[src/rtl/bp_pkg.sv]
// Shared types and constants for the local branch predictor and its
// Fetch->Decode->Execute metadata tracker.
package bp_pkg;

  localparam int PHT_INDEX_BITS_DEFAULT = 10;
  localparam int BHT_INDEX_BITS_DEFAULT = 3;

  // Fall-through target of a not-taken branch skips the delay slot.
  localparam logic [31:0] DELAY_SLOT_OFFSET = 32'd8;

  // Two-bit saturating counter states of the local predictor's PHT.
  typedef enum logic [1:0] {
    STRONG_NT = 2'b00,
    WEAK_NT   = 2'b01,
    WEAK_T    = 2'b10,
    STRONG_T  = 2'b11
  } bp_state_t;

  // Stage metadata at the default index widths; the pipeline stage module
  // rebuilds the same layout from the widths handed to it.
  typedef struct packed {
    logic                              valid;
    logic [31:0]                       pc;
    logic                              pred_taken;
    logic [BHT_INDEX_BITS_DEFAULT-1:0] bht_idx;
    logic [PHT_INDEX_BITS_DEFAULT-1:0] pht_idx;
  } bp_meta_t;

endpackage

[src/rtl/bp_meta_stage.sv]
// One pipeline register of branch-prediction metadata; flush beats stall,
// stall holds, otherwise the upstream entry is captured.
module bp_meta_stage
  import bp_pkg::*;
#(
  parameter int PHT_INDEX_BITS = PHT_INDEX_BITS_DEFAULT,
  parameter int BHT_INDEX_BITS = BHT_INDEX_BITS_DEFAULT
) (
  input  logic                      clk,
  input  logic                      rst,
  input  logic                      flush,
  input  logic                      stall,
  input  logic                      nxt_valid,
  input  logic [31:0]               nxt_pc,
  input  logic                      nxt_pred_taken,
  input  logic [BHT_INDEX_BITS-1:0] nxt_bht_idx,
  input  logic [PHT_INDEX_BITS-1:0] nxt_pht_idx,
  output logic                      valid,
  output logic [31:0]               pc,
  output logic                      pred_taken,
  output logic [BHT_INDEX_BITS-1:0] bht_idx,
  output logic [PHT_INDEX_BITS-1:0] pht_idx
);

  typedef struct packed {
    logic                      valid;
    logic [31:0]               pc;
    logic                      pred_taken;
    logic [BHT_INDEX_BITS-1:0] bht_idx;
    logic [PHT_INDEX_BITS-1:0] pht_idx;
  } meta_t;

  meta_t cur;

  always_ff @(posedge clk or posedge rst) begin
    if (rst) begin
      cur <= '0;
    end else if (flush) begin
      cur <= '0;
    end else if (!stall) begin
      cur <= '{valid:      nxt_valid,
               pc:         nxt_pc,
               pred_taken: nxt_pred_taken,
               bht_idx:    nxt_bht_idx,
               pht_idx:    nxt_pht_idx};
    end
  end

  assign valid      = cur.valid;
  assign pc         = cur.pc;
  assign pred_taken = cur.pred_taken;
  assign bht_idx    = cur.bht_idx;
  assign pht_idx    = cur.pht_idx;

endmodule

[src/rtl/branch_predict_tracker.sv]
// Carries predictor metadata from Fetch to Execute, resolves conditional
// branches there, and produces training, redirect and statistics outputs.
module branch_predict_tracker
  import bp_pkg::*;
#(
  parameter int PHT_INDEX_BITS = PHT_INDEX_BITS_DEFAULT,
  parameter int BHT_INDEX_BITS = BHT_INDEX_BITS_DEFAULT,
  parameter int CNT_BITS       = 32
) (
  input  logic                      clk,
  input  logic                      rst,
  input  logic [31:0]               pcF,
  input  logic                      predict_takeF,
  input  logic [BHT_INDEX_BITS-1:0] pc_hashingF,
  input  logic [PHT_INDEX_BITS-1:0] PHT_indexF,
  input  logic                      stallD,
  input  logic                      flushD,
  input  logic                      stallE,
  input  logic                      flushE,
  input  logic                      branchE,
  input  logic                      actually_takenE,
  input  logic [31:0]               branch_targetE,
  output logic                      predict_takeD,
  output logic                      upd_validE,
  output logic [BHT_INDEX_BITS-1:0] upd_bht_indexE,
  output logic [PHT_INDEX_BITS-1:0] upd_pht_indexE,
  output logic                      upd_takenE,
  output logic                      mispredictE,
  output logic [31:0]               redirect_pcE,
  output logic [CNT_BITS-1:0]       branch_cnt,
  output logic [CNT_BITS-1:0]       miss_cnt
);

  logic                      validD, validE;
  logic [31:0]               pcD, pcE;
  logic                      pred_takenD, pred_takenE;
  logic [BHT_INDEX_BITS-1:0] bht_idxD, bht_idxE;
  logic [PHT_INDEX_BITS-1:0] pht_idxD, pht_idxE;
  logic                      resolveE;

  bp_meta_stage #(
    .PHT_INDEX_BITS(PHT_INDEX_BITS),
    .BHT_INDEX_BITS(BHT_INDEX_BITS)
  ) u_stage_d (
    .clk           (clk),
    .rst           (rst),
    .flush         (flushD),
    .stall         (stallD),
    .nxt_valid     (1'b1),
    .nxt_pc        (pcF),
    .nxt_pred_taken(predict_takeF),
    .nxt_bht_idx   (pc_hashingF),
    .nxt_pht_idx   (PHT_indexF),
    .valid         (validD),
    .pc            (pcD),
    .pred_taken    (pred_takenD),
    .bht_idx       (bht_idxD),
    .pht_idx       (pht_idxD)
  );

  bp_meta_stage #(
    .PHT_INDEX_BITS(PHT_INDEX_BITS),
    .BHT_INDEX_BITS(BHT_INDEX_BITS)
  ) u_stage_e (
    .clk           (clk),
    .rst           (rst),
    .flush         (flushE),
    .stall         (stallE),
    .nxt_valid     (validD),
    .nxt_pc        (pcD),
    .nxt_pred_taken(pred_takenD),
    .nxt_bht_idx   (bht_idxD),
    .nxt_pht_idx   (pht_idxD),
    .valid         (validE),
    .pc            (pcE),
    .pred_taken    (pred_takenE),
    .bht_idx       (bht_idxE),
    .pht_idx       (pht_idxE)
  );

  assign predict_takeD  = pred_takenD;
  assign resolveE       = validE & branchE;
  assign upd_validE     = resolveE;
  assign upd_bht_indexE = bht_idxE;
  assign upd_pht_indexE = pht_idxE;
  assign upd_takenE     = actually_takenE;
  assign mispredictE    = resolveE & (pred_takenE ^ actually_takenE);

  // A bubble in Execute drives a zero redirect rather than a stale target.
  always_comb begin
    redirect_pcE = '0;
    if (validE) begin
      redirect_pcE = actually_takenE ? branch_targetE : pcE + DELAY_SLOT_OFFSET;
    end
  end

  // Counting only on non-stalled edges makes a held branch count once.
  always_ff @(posedge clk or posedge rst) begin
    if (rst) begin
      branch_cnt <= '0;
      miss_cnt   <= '0;
    end else if (!stallE) begin
      if (resolveE && (branch_cnt != '1)) begin
        branch_cnt <= branch_cnt + 1'b1;
      end
      if (mispredictE && (miss_cnt != '1)) begin
        miss_cnt <= miss_cnt + 1'b1;
      end
    end
  end

endmodule
[config.mk]
export PLATFORM = sky130hd
export DESIGN_NAME = branch_predict_tracker
export DESIGN_NICKNAME = d
export VERILOG_FILES = /design/src/rtl/bp_pkg.sv /design/src/rtl/bp_meta_stage.sv /design/src/rtl/branch_predict_tracker.sv
export SDC_FILE = /design/constraint.sdc
export NUM_CORES = 1
export LEC_CHECK = 0
export ABC_AREA = 1
export BUFFER_PORTS_ARGS = -buffer_cell sky130_fd_sc_hd__buf_2
export CORE_UTILIZATION = 60
export DETAILED_ROUTE_END_ITERATION = 8
export GPL_ROUTABILITY_DRIVEN = 1
export HOLD_SLACK_MARGIN = 0.05
export PLACE_DENSITY_LB_ADDON = 0.05
export SLEW_MARGIN = 5
export SYNTH_ARGS = -nofsm -noshare
export SYNTH_HDL_FRONTEND = slang
export SYNTH_SLANG_ARGS = --single-unit
export TNS_END_PERCENT = 20
[constraint.sdc]
create_clock -name clk -period 8.73 [get_ports clk]
set_clock_uncertainty 0.05 [all_clocks]
set_input_delay 1.746 -clock clk [delete_from_list [all_inputs] [get_ports clk]]
set_output_delay 1.746 -clock clk [all_outputs]
set_load 0.01 [all_outputs]
# [Word level (Yosys, flattened, before mapping)]
# Index checks and enable logic that the tools add are counted.
[totals] regBits=158 in_bits=86 out_inout_bits=113 elab_cells=33
[classes] n_addsub=3 n_eq_ne=4 mux=6 bitwise=4 reduce_logical=4
[ops] cell="$mux W47" count=4
[ops] cell="$add A32 B1 Y32 const B" count=2
[ops] cell="$mux W32" count=2
[ops] cell="$ne A32 B32 Y1 const B" count=2
[ops] cell="$add A32 B4 Y32 const B" count=1
[ops] cell="$ne A2 B1 Y1 const B" count=2
[ops] cell="$reduce_and A2 Y1" count=2
[ops] cell="$and A1 B1 Y1" count=2
[ops] cell="$logic_and A1 B1 Y1" count=2
[ops] cell="$not A1 Y1" count=1
[ops] cell="$xor A1 B1 Y1" count=1

# [Depth between registers and ports, before layout]
# Gate-level depths: netlist (run 1).
[depth] word_depth=4 depth_mapped=11 depth_no_buf=10

# [Modules after synthesis]
# Synthesis (run 1) repeated with hierarchy kept, for this count alone.
[hier_totals] hier_cells=1378 area_unflattened_um2=9323.9
[modules_own_cells] mod="branch_predict_tracker" instances=1 cells_per_inst=966 area_per_inst_um2=5562.8 seq_area_each_um2=1601.5
[modules_own_cells] mod="bp_meta_stage" instances=2 cells_per_inst=206 area_per_inst_um2=1880.6 seq_area_each_um2=1176.1

# [Least setup slack after synthesis (run 1)]
# No wires, ideal clock.
[synth_timing] path_type="in2out" start="input port actually_takenE" end="output port redirect_pcE[24]" arrival_ns=2.455 t_required_ns=6.934 slack_ns=4.479 stages=4 path_buffers=1 path_cell_list="inv_2 -> clkbuf_1 -> o21ai_0 -> a21oi_1"
[synth_between] elab_chain_len=2
[synth_lines] item="start: declaration" line_no="branch_predict_tracker.sv:21" text="input logic actually_takenE,"
[synth_lines] item="$mux W32" line_no="branch_predict_tracker.sv:93" text="redirect_pcE = actually_takenE ? branch_targetE : pcE + DELAY_SLOT_OFFSET;"
[synth_lines] item="$mux W32" line_no="branch_predict_tracker.sv:92" text="if (validE) begin"
[synth_lines] item="end: declaration" line_no="branch_predict_tracker.sv:29" text="output logic [31:0] redirect_pcE,"
# Every way passes these cells.

# [Final worst setup path (run 1)]
[layout_timing] start="input port actually_takenE" end="output port mispredictE"
[layout_between] elab_chain_len=2
[layout_lines] item="$xor A1 B1 Y1" line_no="branch_predict_tracker.sv:87" text="assign mispredictE = resolveE & (pred_takenE ^ actually_takenE);"
[layout_lines] item="$and A1 B1 Y1" line_no="branch_predict_tracker.sv:87"
[layout_lines] item="end: declaration" line_no="branch_predict_tracker.sv:28" text="output logic mispredictE,"
# Every way passes these cells.

==> run summary, run 1 <==
Worst r2r dst: miss_cnt[11]$_DFFE_PP0P_
Crit path max-delay family: buffers and inverters
Setup repair after global routing missed its margin: no
DR vias/cell: 5.403
Clock insertion delay at the later pin of the skew report: 0.43 ns
Final hold viol count: 0
Number of synthesized flops with an enable pin: 0
Crit path top cell by count: buf_2
Longest individual stage delay on the worst path: 0.66 ns
Average wire per cell in the routed design: 14.31 um
Sequential share of power: 46.4%
Starting density of the core: 61.75%
Start-to-end type of the worst setup path: input pin to output port
Die X-Extent: 127.3 um
Slew Viols, Final: 0
Total die area: 16,210 um^2
Area of the mapped netlist: 9423 um^2
Nature of the critical path endpoint: output port
Number of iterations in the first detailed-routing pass: 6
Peak ir drop on the vdd network: 179.2 uV
Placer Congestion: 0.9283
CTS root buf: clkbuf_16
Number of CTS-inserted buffers: 17
Run status: completed
CP Launch Point: actually_takenE
Worst-Margin Slew: 1.100 ns
Required @ worst endpoint: 6.93 ns
Area of placed instances: 10,390 um^2
Final worst path period need: 5.163 ns
Share of the core filled with cells: 72.03%
Psw: 457.5 uW
Bufs and invs on worst path: 3
Sequential element share of the synthesized area: 41.96%
Clock input transition at the sequential cells of the worst setup and hold paths: 0.07 ns
Vertical die dimension: 127.3 um
Maximum number of pins on one net before global-route repair: 85
Critical-path top delay cell: inv_2
Worst slew slack as a fraction of its limit: 26.56%
Fraction of power spent switching nets: 26.62%
Static Leak: 5.617 nW
Number of storage elements in the synthesis netlist: 158
Most used flip-flop cell after synthesis: dfrtp_1
Number of cells traversed by the worst hold path: 2
Number of levels the H-tree was split into: 4
Number of distinct standard cells referenced by the synthesized netlist: 33
Proportion of power drawn by the clock network: 44.0%
Yosys warns: 0
Crit path launch type: input pin
Final Setup Violations: 0
Fraction of final layout cells sized beyond drive strength 1: 18.41%
Number of instances in the synthesized netlist: 1,350
Post-CTS setup buffer count: 0
Global-route usage over all layers: 32.04%
Rows: 45
Top cell type's share of synthesized area: 41.96%
Crit path arrival time: 3.37 ns
Count of vias placed by the detailed router: 9,401
Crit share post-route: 59.15%
First-pass GRT wire length: 40,990 um
TritonCTS clock tree: built
Power density over the cells: 156.4 nW/um^2
Layout overhead on the synthesized area: 16.64%
Min-delay src: u_stage_d.bht_idx[2]$_DFFE_PP0P_
End point of the most critical hold path: u_stage_e.bht_idx[2]$_DFFE_PP0P_
Total routed wirelength: 24,910 um
Total DRC errors in the routed layout: 0
Number of antenna violations at the first check in global routing: 2
Source of the worst register-to-register timing path: u_stage_e.valid$_DFFE_PP0P_
Top-level I/O count: 199
Largest cells by area after synthesis: dfrtp_1 (42%), nand2_1 (18%), nand3_1 (9.4%)
Most used cells in the layout excluding fill and tap cells: nand2_1 (459), buf_2 (198), nor2_1 (189)
Post-DRT Antenna Nets: 0
Sequence of cells on the critical path: buf_2 -> inv_2 -> o21ai_2 -> a21oi_4 -> buf_2
Final layout net count: 1,602
Depth of the worst register-to-register path: 8
Proportion of register bits with asynchronous set or reset after synthesis: 100.0%
Count of max-cap constraint violations: 0
Via count of the first global-routing pass: 8,293
Syn Nets: 1,439
Placeable core region: 15,260 um^2
Hold buffer count at cts: 0
Deepest clock path buffer count: 2
Internal power consumption: 1.261 mW
PortBufs: 198
Top cell type by total area after synthesis: dfrtp_1
Mapped Avg Cell Area: 6.980 um^2
Flop-to-flop setup slack: 6.25 ns
Hold Path Class: flip-flop to flip-flop
Filler instances: 1,307
Cell area after layout: 10,990 um^2
Detailed Route Iter0 Violations: 874
Post-CTS sizing: 0
Leftover overflow at the end of global routing: 0
Post-route setup TNS: 0 ns
Most frequent standard cell in the layout excluding fill and tap cells: nand2_1
Largest driver fanout on the critical path: 55
Share of power burned in combinational logic: 9.6%
Count of clock tree sinks: 158
Fmax achieved: 0.1937 GHz
Detail Placement HPWL: 17,400 um
power by group through the flow:
stage / sequential (mW) / clock (mW) / combinational [mW]
floorplan: 0.805 / 0 / 0.103
global placement: 0.809 / 0 / 0.161
detailed placement: 0.810 / 0 / 0.165
CTS: 0.796 / 0.764 / 0.166
global route: 0.801 / 0.796 / 0.189
finish: 0.797 / 0.757 / 0.165
Yosys cell counts, types with 3 or more instances:
cell type	instances
clkbuf_1	23
nand2_2	9
buf_4	3
a21oi_1	10
inv_1	93
nand3b_1	22
nand4_1	19
nor2_2	14
nand2_1	459
nor2_1	189
buf_1	13
a211oi_1	7
xnor2_1	8
nor3_1	4
nor2_4	6
inv_2	4
xor2_1	27
o21ai_0	63
dfrtp_1	158
ha_1	3
nand3_1	177
buf_6	10
o21ai_1	3
o21ai_2	8
buf_2	8
worst max path at each step:
stage	to	slack, ns	cells past startpoint
2_1_floorplan	branch_cnt[0]$_DFFE_PP0P_	2.67	1
3_3_place_gp	mispredictE	3.60	5
3_5_place_dp	mispredictE	3.58	5
4_1_cts	mispredictE	3.57	5
5_1_grt	mispredictE	3.41	5
6_report	mispredictE	3.57	5
worst register-to-register path, cell delays in order, from the launching register on:
cell,delay (ns)
dfrtp_1,0.68
nand2_1,0.13
inv_2,0.28
o21ai_2,0.12
a21oi_4,0.38
nand2_2,0.12
nor2_4,0.44
nand2_1,0.13
nand2_1,0.09
area by class of cell:
| type | count | area, um^2 | share of cell area [%] |
|---|---|---|---|
| multi-input cells | 1036 | 4776 | 43.45 |
| clock inverters | 12 | 148.9 | 1.355 |
| diodes | 3 | 7.507 | 0.06831 |
| flip-flops and latches | 158 | 3954 | 35.97 |
| clock buffers | 20 | 446.7 | 4.064 |
| well taps | 211 | 264.0 | 2.402 |
| repair buffers | 202 | 1021 | 9.290 |
| inverters | 98 | 372.9 | 3.393 |
through the flow:
step	std cells	hold WS [ns]	setup slack, ns	total power, mW
floorplan	1350	0.4206	2.671	0.9084
global placement	1705	0.4288	3.598	0.9695
detailed placement	1705	0.4392	3.576	0.9746
CTS	1737	0.4524	3.571	1.727
global route	1737	0.4743	3.413	1.785
finish	1740	0.4489	3.567	1.718
cell families (layout without fill, tap and decap cells):
logic type	count (synthesis)	after routing	synth area share, %
AOI/OAI and AO/OA	94	94	5.670
xor gates and xnor gates	35	35	3.253
adders and majority gates	3	3	0.3984
buffers and inverters	156	332	7.356
DFF	158	158	41.96
other	0	3	0
and+or+nand+nor	904	904	41.36
per-layer routing:
layer | wire, um | vias up | GRT usage (%) | share of wire (%)
met1 | 11730 | 4374 | 47.53 | 47
met2 | 10900 | 359 | 48.25 | 44
met3 | 1993 | 28 | 6.323 | 8.0
met5 | 13 | - | 0 | 0.052
li1 | - | 4638 | - | -
met4 | 269 | 2 | 7.983 | 1.1
registers in the layout, indices dropped and copies added (netlist names):
signal and flops:
branch_cnt 32, miss_cnt 32, u_stage_d.bht_idx 3, u_stage_d.pc 32, u_stage_d.pht_idx 10, u_stage_d.pred_taken 1
u_stage_d.valid 1, u_stage_e.bht_idx 3, u_stage_e.pc 32, u_stage_e.pht_idx 10, u_stage_e.pred_taken 1, u_stage_e.valid 1
(Power assumes the default switching activity.)
==> run 2, diff against run 1 <==
- CORE_UTILIZATION: 60 -> 50
- clock period: 8.73 -> 4.15 ns (I/O delays scaled with it)
==> run 2 against run 1 <==
Worst setup slack worse by 2.5 ns. Global-route usage down 4.4 points. Critical path depth up 5. Non-clock buffer count increased by 7. Sequential share of layout area fell by 0.30 points. Sequential power grew 110%. Cell count up 1.3%. Count of clock-buffer cells in the layout is 3 lower. Power up 110%. Via count is 3.0% lower. Register-to-register slack worse by 4.5 ns. Largest power group unchanged.
==> run summary, run 2 (same netlist as run 1, synthesis figures left out) <==
Run status: completed (unchanged)
Total DRC errors in the routed layout: 0 (unchanged)
Hold Path Class: flip-flop to flip-flop (unchanged)
Rows: 49 (was 45)
Fmax achieved: 0.3264 GHz
Die X-Extent: 139.3 um (was 127.3 um)
Final setup slack of the worst path: 1.086 ns (was 3.567 ns)
DR vias/cell: 5.174 (was 5.403)
Filler instances: 1,742 (was 1,307)
Fraction of final layout cells sized beyond drive strength 1: 18.92% (was 18.41%)
Post-DRT Antenna Nets: 0 (unchanged)
First-pass GRT wire length: 42,820 um (was 40,990 um)
Clock insertion delay at the later pin of the skew report: 0.43 ns (about the same)
Deepest clock path buffer count: 2 (unchanged)
Count of clock tree sinks: 158 (unchanged)
Crit share post-route: 73.82%
Largest driver fanout on the critical path: 6 (was 55)
Final instance count without filler cells: 1,763 (was 1,740)
Count of vias placed by the detailed router: 9,121 (was 9,401)
Power density over the cells: 323.5 nW/um^2 (was 156.4 nW/um^2)
Top-level I/O count: 199 (unchanged)
Post-route setup TNS: 0 ns (unchanged)
Crit path launch type: flip-flop (was input pin)
Setup repair after global routing missed its margin: no (unchanged)
CTS root buf: clkbuf_16 (unchanged)
Detailed Route Iter0 Violations: 589 (was 874)
Maximum number of pins on one net before global-route repair: 103 (was 85)
Placer Congestion: 0.9214 (was 0.9283)
PortBufs: 198 (unchanged)
Leftover overflow at the end of global routing: 0 (unchanged)
Start-to-end type of the worst setup path: flip-flop to output port (was input pin to output port)
Average wire per cell in the routed design: 14.54 um (was 14.31 um)
Final worst path period need: 3.064 ns
Count of max-cap constraint violations: 0 (unchanged)
Detail Placement HPWL: 18,320 um (was 17,400 um)
Final Setup Violations: 0 (unchanged)
Worst slew slack as a fraction of its limit: 42.24% (was 26.56%)
Slew Viols, Final: 0 (unchanged)
Static Leak: 5.654 nW (was 5.617 nW)
Crit path arrival time: 2.18 ns (was 3.37 ns)
TritonCTS clock tree: built (unchanged)
Number of levels the H-tree was split into: 4 (unchanged)
Peak ir drop on the vdd network: 259.7 uV (was 179.2 uV)
Most used cells in the layout excluding fill and tap cells: nand2_1 (459), buf_2 (198), nor2_1 (189) (unchanged)
Worst-Margin Slew: 0.8655 ns (was 1.100 ns)
Number of iterations in the first detailed-routing pass: 5 (was 6)
Nature of the critical path endpoint: output port (unchanged)
Share of the core filled with cells: 60.86% (was 72.03%)
Placeable core region: 18,210 um^2 (was 15,260 um^2)
Number of antenna violations at the first check in global routing: 0 (was 2)
Clock input transition at the sequential cells of the worst setup and hold paths: 0.08 ns (was 0.07 ns)
Hold buffer count at cts: 0 (unchanged)
Vertical die dimension: 139.3 um (was 127.3 um)
Post-CTS sizing: 0 (unchanged)
Layout overhead on the synthesized area: 17.61% (was 16.64%)
Final hold viol count: 0 (unchanged)
Global-route usage over all layers: 27.65% (was 32.04%)
Number of CTS-inserted buffers: 17 (unchanged)
Starting density of the core: 51.75% (was 61.75%)
Final layout net count: 1,609 (was 1,602)
Required @ worst endpoint: 3.27 ns (was 6.93 ns)
Number of placed instances, taps included: 1,730 (was 1,705)
Total die area: 19,400 um^2 (was 16,210 um^2)
Placement-stage worst setup slack: 1.321 ns (was 3.576 ns)
Via count of the first global-routing pass: 8,374 (was 8,293)
Most frequent standard cell in the layout excluding fill and tap cells: nand2_1 (unchanged)
Total routed wirelength: 25,640 um (was 24,910 um)
Post-CTS setup buffer count: 0 (unchanged)
==> run 2: changes by cell type in the layout (fill, tap and decap cells not counted) <==
cell        previous run  this run
buf_12                 0         2
buf_4                  4         9
bufinv_16              2         0
clkbuf_1               2         0
clkbuf_8               1         0
clkinv_4               2         1
clkinv_8               0         4
clkinvlp_4             0         1
diode_2                3         1
inv_6                  6         5
inv_8                  2         4
==> run 2: power breakdown <==
part	internal, mW	switching (mW)
clock	0.811	0.747
sequential	1.61	0.0621
combinational	0.127	0.229
==> run 2: layer usage <==
| layer | wire length [um] | vias to the layer above | GRT usage [%] |
|---|---|---|---|
| li1 | - | 4646 | - |
| met1 | 12890 | 4212 | 41.50 |
| met2 | 10860 | 242 | 40.68 |
| met3 | 1582 | 21 | 5.162 |
| met4 | 306 | 0 | 7.485 |
| met5 | 0 | - | 0 |
==> run 2: worst max-delay path: stages, from the launching register on <==
cell,delay [ns]
dfrtp_1,0.41
ha_1,0.20
nand2_1,0.06
nor2_1,0.20
nand2_1,0.22
nor2_2,0.24
nand2_1,0.07
nand2_1,0.06
nand2_1,0.05
a21oi_1,0.11
buf_2,0.14
==> run 2: through the flow <==
step	power, mW	hold slack [ns]	cell area, um^2
final	3.585	0.4572	11080
after detailed placement	2.059	0.4374	10490
after global placement	2.052	0.4292	10490
after global routing	3.744	0.4842	11080
after CTS	3.628	0.4573	11080
after floorplan	1.911	0.4206	9427
==> run 2: layout make-up <==
type / count / area [um^2] / share of cell area, %
Clock inverter: 15 / 167.7 / 1.513
Antenna cell: 1 / 2.502 / 0.02258
Tap cell: 229 / 286.5 / 2.586
Sequential cell: 158 / 3954 / 35.68
Multi-Input combinational cell: 1036 / 4776 / 43.10
Clock buffer: 17 / 425.4 / 3.839
Timing Repair Buffer: 209 / 1099 / 9.913
Inverter: 98 / 371.6 / 3.353
==> run 2: path summary, 6_finish.rpt <==
| kind | depth (start not counted) | end | slack [ns] | from |
|---|---|---|---|---|
| hold / removal | 2 | u_stage_e.pht_idx[4]$_DFFE_PP0P_ | 0.46 | u_stage_e.pht_idx[4]$_DFFE_PP0P_ |
| min in group asynchronous | 3 | miss_cnt[6]$_DFFE_PP0P_ | 0.48 | rst |
| setup reg to reg | 10 | miss_cnt[26]$_DFFE_PP0P_ | 1.74 | u_stage_e.valid$_DFFE_PP0P_ |
| max in group asynchronous | 3 | u_stage_e.pc[31]$_DFFE_PP0P_ | 3.08 | rst |
| hold reg to reg | 2 | u_stage_e.pht_idx[4]$_DFFE_PP0P_ | 0.46 | u_stage_e.pht_idx[4]$_DFFE_PP0P_ |
| setup / recovery | 10 | redirect_pcE[21] | 1.09 | u_stage_e.pc[4]$_DFFE_PP0P_ |
==> run 3, diff against run 2 <==
- clock period: 4.15 -> 2.7 ns (I/O delays scaled with it)
==> run 3 against run 2 <==
Global-route usage shrank 0.46 points. Worst setup slack lost 0.94 ns. Critical path depth shrank 1. Count of clock-buffer cells in the layout grew 2. Sequential share of layout area shrank 0.45 points. Largest power group unchanged. Register-to-register slack lost 1.1 ns. Hold slack lost 0.30 ns.
==> run summary, run 3 (same netlist as run 1, synthesis figures left out) <==
TritonCTS clock tree: built (unchanged)
Fraction of met1 tracks used by global routing: 42.35% (was 41.50%)
Via count of the first global-routing pass: 8,133 (was 8,374)
Hold Path Class: input pin to async pin (was flip-flop to flip-flop)
Psw: 1.503 mW (was 1.038 mW)
Clock input transition at the sequential cells of the worst setup and hold paths: 0.07 ns (was 0.08 ns)
Proportion of power drawn by the clock network: 44.9% (was 43.5%)
Share of power burned in combinational logic: 9.9% (about the same)
Fmax achieved: 0.3909 GHz
Setup repair after global routing missed its margin: yes (was no)
Count of vias placed by the detailed router: 9,133 (was 9,121)
Leftover overflow at the end of global routing: 0 (unchanged)
Top-level I/O count: 199 (unchanged)
Power density over the cells: 506.9 nW/um^2 (was 323.5 nW/um^2)
Total die area: 19,400 um^2 (unchanged)
Vertical die dimension: 139.3 um (unchanged)
Internal power consumption: 4.187 mW (was 2.547 mW)
Starting density of the core: 51.75% (unchanged)
Number of antenna violations at the first check in global routing: 0 (unchanged)
Post-DRT Antenna Nets: 0 (unchanged)
Peak ir drop on the vdd network: 476.8 uV (was 259.7 uV)
Fraction of power spent switching nets: 26.41% (was 28.95%)
Final layout net count: 1,615 (was 1,609)
Total routed wirelength: 25,300 um (was 25,640 um)
PortBufs: 198 (unchanged)
Crit share post-route: 94.75%
Start-to-end type of the worst setup path: flip-flop to output port (unchanged)
Clock insertion delay at the later pin of the skew report: 0.42 ns (was 0.43 ns)
Post-route setup TNS: 0 ns (unchanged)
Count of clock tree sinks: 158 (unchanged)
Met2 Resource Use GR: 39.30% (was 40.68%)
Fraction of final layout cells sized beyond drive strength 1: 19.49% (was 18.92%)
Static Leak: 5.723 nW (was 5.654 nW)
Final hold viol count: 0 (unchanged)
Source of the worst register-to-register timing path: branch_cnt[0]$_DFFE_PP0P_ (was u_stage_e.valid$_DFFE_PP0P_)
First-pass GRT wire length: 42,190 um (was 42,820 um)
Required @ worst endpoint: 2.11 ns (was 3.27 ns)
Deepest clock path buffer count: 2 (unchanged)
Worst slew slack as a fraction of its limit: 55.99% (was 42.24%)
Filler instances: 1,798 (was 1,742)
Detailed Route Iter0 Violations: 557 (was 589)
Flop-to-flop setup slack: 0.60 ns (was 1.74 ns)
Rows: 49 (unchanged)
Crit path arrival time: 1.97 ns (was 2.18 ns)
Detail Placement HPWL: 18,450 um (was 18,320 um)
Run status: completed (unchanged)
Maximum number of pins on one net before global-route repair: 59 (was 103)
Post-CTS setup buffer count: 0 (unchanged)
Worst r2r dst: branch_cnt[12]$_DFFE_PP0P_ (was miss_cnt[26]$_DFFE_PP0P_)
Number of iterations in the first detailed-routing pass: 8 (was 5)
Average wire per cell in the routed design: 14.31 um (was 14.54 um)
Worst-Margin Slew: 0.6588 ns (was 0.8655 ns)
Met3 Track Usage GR: 4.852% (was 5.162%)
Final worst path period need: 2.558 ns
Most frequent standard cell in the layout excluding fill and tap cells: nand2_1 (unchanged)
Largest driver fanout on the critical path: 5 (was 6)
Count of max-cap constraint violations: 0 (unchanged)
Placer Congestion: 0.8978 (was 0.9214)
CTS root buf: clkbuf_16 (unchanged)
DR vias/cell: 5.166 (was 5.174)
Sequential share of power: 45.2% (was 46.6%)
Worst-case hold slack: 0.1576 ns (was 0.4572 ns)
Number of antenna diodes: 0 (was 1)
Total DRC errors in the routed layout: 0 (unchanged)
Most used cells in the layout excluding fill and tap cells: nand2_1 (458), buf_2 (198), nor2_1 (185) (was nand2_1 (459), buf_2 (198), nor2_1 (189))
Global-route usage over all layers: 27.19% (was 27.65%)
Layout overhead on the synthesized area: 19.12% (was 17.61%)
Number of levels the H-tree was split into: 4 (unchanged)
Nature of the critical path endpoint: output port (unchanged)
Crit path launch type: flip-flop (unchanged)
Number of CTS-inserted buffers: 17 (unchanged)
Slew Viols, Final: 0 (unchanged)
Placeable core region: 18,210 um^2 (unchanged)
Die X-Extent: 139.3 um (unchanged)
Global-route layer with the greatest usage: met1 (unchanged)
Final Setup Violations: 0 (unchanged)
Depth of the worst register-to-register path: 11 (was 10)
Share of the core filled with cells: 61.64% (was 60.86%)
==> run 3: routing by layer <==
| layer | vias to the layer above | wire length, um | share of wire, % |
|---|---|---|---|
| met5 | - | 0 | 0 |
| met4 | 0 | 112 | 0.44 |
| met3 | 11 | 1346 | 5.3 |
| met2 | 247 | 10850 | 43 |
| met1 | 4224 | 12990 | 51 |
| li1 | 4651 | - | - |
==> run 3: final cells by class <==
cell class,count,area (um^2),share of cell area (%)
inverter,98,371.6,3.311
sequential,158,3954,35.22
multi-input combinational,1036,4813,42.88
timing repair buffer,215,1181,10.52
tap,229,286.5,2.553
clock inverter,13,175.2,1.561
clock buffer,19,442.9,3.946
==> run 3: worst max path at each step <==
| stage | start | endpoint | slack, ns | cells after the start |
|---|---|---|---|---|
| after floorplan | rst | branch_cnt[0]$_DFFE_PP0P_ | 0.11 | 1 |
| after global placement | u_stage_e.pc[3]$_DFFE_PP0P_ | redirect_pcE[21] | 0.45 | 10 |
| after detailed placement | u_stage_e.pc[3]$_DFFE_PP0P_ | redirect_pcE[21] | 0.40 | 10 |
| after CTS | u_stage_e.pc[3]$_DFFE_PP0P_ | redirect_pcE[27] | 0.08 | 10 |
| after global routing | u_stage_e.pc[3]$_DFFE_PP0P_ | redirect_pcE[21] | -0.002 | 10 |
| final | u_stage_e.pc[9]$_DFFE_PP0P_ | redirect_pcE[12] | 0.14 | 9 |
==> run 3: worst max-delay path: stages (launching register included) <==
cell and delay (ns):
dfrtp_1 0.45, nand2_1 0.10, nor2_1 0.21, nand2_2 0.15, nor2_2 0.20, nand2_1 0.07, nand3_1 0.12, nand2_1 0.07
inv_1 0.05, buf_2 0.12
==> run 3: repair_timing <==
item                                    4_1_cts  5_1_grt
gates resized for setup                       3        7
endpoints found under the setup margin        5       13
pin swaps                                     0        2
endpoints found under the hold margin         0        0
hold buffers                                  0        0
==> run 3: power by group through the flow <==
stage	registers (mW)	clock network, mW	logic, mW
floorplan	2.60	0	0.333
global placement	2.61	0	0.562
detailed placement	2.61	0	0.566
CTS	2.57	2.60	0.568
global route	2.58	2.69	0.643
finish	2.57	2.56	0.562
==> run 3: per-stage QoR <==
step / total power [mW] / worst slack [ns] / cells / instance area [um^2]
2_1_floorplan: 2.938 / 0.1091 / 1350 / 9427
3_3_place_gp: 3.171 / 0.4477 / 1736 / 10570
3_5_place_dp: 3.179 / 0.3972 / 1736 / 10570
4_1_cts: 5.733 / 0.08081 / 1768 / 11200
5_1_grt: 5.921 / -0.001885 / 1768 / 11220
6_report: 5.690 / 0.1419 / 1768 / 11220
